==> src/rtl/serial_sub_16.sv <==
// serial_sub_16: bit-serial 16-bit unsigned subtractor, diff = A - B - bin via A + ~B + ~bin.
// Latency 16 clocks from the accepting edge; start is ignored while busy. Optional ovf output: SERIAL_SUB_OVF_EN.
module serial_sub_16 (
  input  logic        clk,
  input  logic        rst,
  input  logic        start,
  input  logic [15:0] A,
  input  logic [15:0] B,
  input  logic        bin,
  output logic        busy,
  output logic        done,
  output logic [15:0] diff,
  output logic        bout
`ifdef SERIAL_SUB_OVF_EN
  ,
  output logic        ovf
`endif
);

  localparam logic [1:0] ST_IDLE = 2'd0;
  localparam logic [1:0] ST_RUN  = 2'd1;
  localparam logic [1:0] ST_DONE = 2'd2;

  logic [1:0]  state_q, state_d;
  logic [15:0] opa_q, opa_d;
  logic [15:0] opb_q, opb_d;
  logic [15:0] shift_q, shift_d;
  logic        c_q, c_d;
  logic [3:0]  cnt_q, cnt_d;
  logic        busy_q, busy_d;
  logic        done_q, done_d;
  logic [15:0] diff_q, diff_d;
  logic        bout_q, bout_d;
`ifdef SERIAL_SUB_OVF_EN
  logic        ovf_q, ovf_d;
`endif

  logic        sum_bit;
  logic        c_nxt;

  // Single full-adder stage working on the LSBs of the shifting operands
  always_comb begin
    sum_bit = opa_q[0] ^ opb_q[0] ^ c_q;
    c_nxt   = (opa_q[0] & opb_q[0]) | (opa_q[0] & c_q) | (opb_q[0] & c_q);
  end

  always_comb begin
    state_d = state_q;
    opa_d   = opa_q;
    opb_d   = opb_q;
    shift_d = shift_q;
    c_d     = c_q;
    cnt_d   = cnt_q;
    diff_d  = diff_q;
    bout_d  = bout_q;
`ifdef SERIAL_SUB_OVF_EN
    ovf_d   = ovf_q;
`endif

    case (state_q)
      ST_IDLE: begin
        if (start) begin
          state_d = ST_RUN;
          opa_d   = A;
          opb_d   = ~B;
          c_d     = ~bin;
          cnt_d   = 4'd0;
        end
      end

      ST_RUN: begin
        c_d     = c_nxt;
        shift_d = {sum_bit, shift_q[15:1]};
        opa_d   = {1'b0, opa_q[15:1]};
        opb_d   = {1'b0, opb_q[15:1]};
        cnt_d   = cnt_q + 4'd1;
        // Bit 15: publish the result; carry-out inverted is the borrow
        if (cnt_q == 4'd15) begin
          state_d = ST_DONE;
          diff_d  = {sum_bit, shift_q[15:1]};
          bout_d  = ~c_nxt;
`ifdef SERIAL_SUB_OVF_EN
          ovf_d   = c_q ^ c_nxt;
`endif
        end
      end

      ST_DONE: begin
        state_d = ST_IDLE;
      end

      default: begin
        state_d = ST_IDLE;
      end
    endcase

    busy_d = (state_d != ST_IDLE);
    done_d = (state_d == ST_DONE);
  end

  always_ff @(posedge clk) begin
    if (!rst) begin
      state_q <= ST_IDLE;
      opa_q   <= 16'd0;
      opb_q   <= 16'd0;
      shift_q <= 16'd0;
      c_q     <= 1'b0;
      cnt_q   <= 4'd0;
      busy_q  <= 1'b0;
      done_q  <= 1'b0;
      diff_q  <= 16'd0;
      bout_q  <= 1'b0;
`ifdef SERIAL_SUB_OVF_EN
      ovf_q   <= 1'b0;
`endif
    end else begin
      state_q <= state_d;
      opa_q   <= opa_d;
      opb_q   <= opb_d;
      shift_q <= shift_d;
      c_q     <= c_d;
      cnt_q   <= cnt_d;
      busy_q  <= busy_d;
      done_q  <= done_d;
      diff_q  <= diff_d;
      bout_q  <= bout_d;
`ifdef SERIAL_SUB_OVF_EN
      ovf_q   <= ovf_d;
`endif
    end
  end

  assign busy = busy_q;
  assign done = done_q;
  assign diff = diff_q;
  assign bout = bout_q;
`ifdef SERIAL_SUB_OVF_EN
  assign ovf  = ovf_q;
`endif

  a_done_implies_busy : assert property (@(posedge clk) disable iff (!rst) done |-> busy);
  a_done_one_cycle    : assert property (@(posedge clk) disable iff (!rst) done |=> !done);

endmodule

==> config.mk <==
export PLATFORM = sky130hd
export DESIGN_NAME = serial_sub_16
export DESIGN_NICKNAME = d
export VERILOG_FILES = /design/src/rtl/serial_sub_16.sv
export SDC_FILE = /design/constraint.sdc
export NUM_CORES = 1
export LEC_CHECK = 0
export CORE_MARGIN = 2
export CORE_UTILIZATION = 52
export DETAILED_ROUTE_END_ITERATION = 16
export HOLD_SLACK_MARGIN = 0.12
export PLACE_DENSITY = 0.75
export SETUP_SLACK_MARGIN = 0.02
export SLEW_MARGIN = 0
export SYNTH_ARGS = -nofsm -noshare
export SYNTH_HDL_FRONTEND = slang
export SYNTH_SLANG_ARGS = --single-unit
export TNS_END_PERCENT = 100
==> constraint.sdc <==
create_clock -name clk -period 1.65 [get_ports clk]
set_input_delay 0.33 -clock clk [delete_from_list [all_inputs] [get_ports clk]]
set_output_delay 0.33 -clock clk [all_outputs]
set_load 0.02 [all_outputs]
==> reports/metrics.cfg <==
[clock_network]
cts_tree = built
cts-root-buf = clkbuf_8
clock_latency_ns = 0.35
clock_sinks = 73
postCtsHoldBufs = 0
cts_buffer_depth = 2
htree_levels = 3
numCtsBuffers = 9
cts.clk_slew.worst_paths_ns = 0.08

[yosys]
synth_xor_area_frac = 0
syn_inst = 356
synth-compound-area-share = 0.202
synth_top_area_frac = 0.477
synthFlopType = dfxtp_1
yosys_warnings = 0
ys_seq_area_frac = 0.477
syn_nets = 394
synth-edff-count = 0
synth_common_cells = 73 x dfxtp_1, 64 x nand2_1, 57 x o21ai_0
netlist_area_um2 = 3060
synthMuxAreaShare = 0.0556
synth_fa_ha_area_frac = 0.0106
synth_cell_types = 37
avgSynthCellArea_um2 = 8.60
synthSimpleGateAreaFrac = 0.192
synth_area_leader_cell = dfxtp_1
yosysMostFrequentCell = dfxtp_1
async_reset_ff_frac = 0
synthTopCellsByArea = dfxtp_1 48%, o21ai_0 9.3%, nand2_1 7.8%, a21oi_1 6.9%, mux2i_1 5.6%
ys_ff_latch = 73
synth_top_family_by_area = compound AO/OA/AOI/OAI gates

[setup_path]
critical_path_required_ns = 1.32
crit_chain = clkdlybuf4s50_1
reg2reg_to = diff[0]$_SDFFE_PN0P_
reg2regPathDepth = 4
crit_buf_inv = 1
crit_arrival_ns = 1.24
worstSetupPathType = register to primary output
crit_slowest_cell = clkdlybuf4s50_1
regToRegSetupSlack_ns = 0.17
path_delay_family = buffers and inverters
slowest_delay_ns = 0.59
cp-end-kind = primary output
start_kind = register
r2r-start = state_q[0]$_SDFF_PN0_
crit_fanout = 1

[sta]
hold_violations = 0
finalCritPeriodShare = 0.952
finalMaxSlewViolations = 0
fin_worst_skew_ns = 0.00886
relSlewSlack = 0.553
rsz0062_at_grt = no
worst_slack_ns = 0.0788
setup_violations = 0
max_freq_mhz = 636
worstMarginPinSlew_ns = 0.670
min_period_ns = 1.57

[floorplanning]
io_pins = 55
die_x_um = 80.8
coreArea_um2 = 5610
dieHeight_um = 80.8
fp-row-count = 27
start_util = 0.546
dieArea_um2 = 6520

[power]
power_density_nw_per_um2 = 1020
sw_frac_of_total = 0.226
internal-power_mw = 3.08
pwr-share-seq = 0.475
peakVddDrop_mv = 0.507
p_leak_nw = 1.60
clkPwrFrac = 0.428
combPwrFrac = 0.098
p_sw_uw = 897

[status]
outcome = finished clean

[cells_and_area]
drive_gt1_frac = 0.0905
layout.nets = 442
syn2layout_area_growth_pct = 27.6
nFillCells = 488
antenna_cells = 0
final_area_um2 = 3910

[routing]
dr.pass1.iters = 4
drc = 0
ant_nets = 0
wire_per_inst_um = 13.9
vias = 2637
routed_via_density = 5.48
finalWirelength_mm = 6.69
drtIter0Drc = 223

[grt]
grt_usage = 0.230
antenna_found_initial = 0
grt_pass1_vias = 2501
grt_max_degree = 39
grt_overflow = 0
grt_pass1_wl_mm = 11.6

[min_path]
min_path_cells = 2
holdPathEnd = bout$_SDFFE_PN0P_
min_path_type = register to register
hp-start = bout$_SDFFE_PN0P_

[placement]
hpwl_mm = 4.34
place_congestion = 0.813
portBuffers = 54
placed_area_um2 = 3640
post-place-ws_ns = -0.255

[run]
maxCapViolations = 0

-- registers in the layout (all words and copies together) (netlist names), 2 cells and up --
| signal | flops |
|---|---|
| diff | 16 |
| cnt_q | 4 |
| shift_q | 15 |
| state_q | 2 |
| opa_q | 16 |
| opb_q | 16 |
-- cells in the final DEF (no fill, tap or decap), drive strengths merged, types with 4 or more instances in the layout --
| master | count |
|---|---|
| nand2 | 64 |
| buf | 15 |
| dlymetal6s2s | 10 |
| inv | 7 |
| dfxtp | 73 |
| nand2b | 4 |
| dlygate4sd2 | 8 |
| clkbuf | 11 |
| nand3b | 15 |
| o21ai | 57 |
| mux2i | 17 |
| clkdlybuf4s50 | 35 |
| or3b | 12 |
| nor2 | 5 |
| a21oi | 42 |
-- area by class of cell --
type	instances	area (µm²)	share of cell area
sequential	73	1460	0.374
timing repair buffer	68	672	0.172
clock inverter	5	103	0.0263
multi-input combinational	245	1410	0.362
tap	72	90.1	0.0231
clock buffer	11	141	0.0362
inverter	7	26.3	0.00672
-- power groups by stage --
stage / Sequential [mW] / Combinational, mW / Clock (mW)
global placement: 1.92 / 0.375 / 0
global route: 1.90 / 0.437 / 1.79
floorplan: 1.91 / 0.243 / 0
detailed placement: 1.92 / 0.385 / 0
CTS: 1.89 / 0.390 / 1.72
finish: 1.89 / 0.389 / 1.70
-- worst max-delay path by stage --
stage                     depth (start not counted)                   from  slack (ns)                     to
final                                             1        done$_SDFF_PN0_        0.08                   done
after global routing                              4  state_q[0]$_SDFF_PN0_        0.03   diff[7]$_SDFFE_PN0P_
after CTS                                         1  diff[10]$_SDFFE_PN0P_        0.02               diff[10]
after detailed placement                          4                  start       -0.25  cnt_q[2]$_SDFFE_PN0P_
after global placement                            4                  start       -0.20  cnt_q[2]$_SDFFE_PN0P_
after floorplan                                   5  cnt_q[0]$_SDFFE_PN0P_        0.28  diff[10]$_SDFFE_PN0P_
-- through the flow --
step	instances	hold slack, ns	utilization	setup TNS, ns	total power [mW]
floorplan	356	0.429	-	0	2.15
global placement	465	0.442	0.649	-3.77	2.30
detailed placement	465	0.447	0.649	-5.92	2.31
CTS	481	0.459	0.691	0	3.99
global route	481	0.471	0.697	0	4.12
finish	481	0.454	0.697	0	3.98
-- worst register-to-register path: cells and delay by family (launching register included) --
family,cells,cell delay (ns)
simple gates,2,0.39
buf+inv,1,0.21
flops,1,0.60
mux,1,0.21
-- logic make-up (layout without fill, tap and decap cells) --
kind of cell / Yosys count / in the layout
AO/OA/AOI/OAI: 115 / 115
AND/OR/NAND/NOR: 111 / 111
adder cells (fa/ha/maj): 2 / 2
buffers and inverters: 38 / 91
multiplexers: 17 / 17
flip-flops: 73 / 73
-- metal layers --
metal | part of all wire | vias to the layer above | track usage
met1 | 0.44 | 1214 | 0.307
met4 | 0.021 | 0 | 0.107
li1 | - | 1331 | -
met2 | 0.48 | 79 | 0.358
met5 | 0 | - | 0
met3 | 0.049 | 13 | 0.0478
-- what timing repair did --
| action | in CTS | in global routing |
|---|---|---|
| setup buffers | 0 | 0 |
| cloned | 0 | 0 |
| endpoints found under the setup margin | 8 | 32 |
| resized for setup | 8 | 12 |
Note: power is estimated with default switching activity, not from simulation.
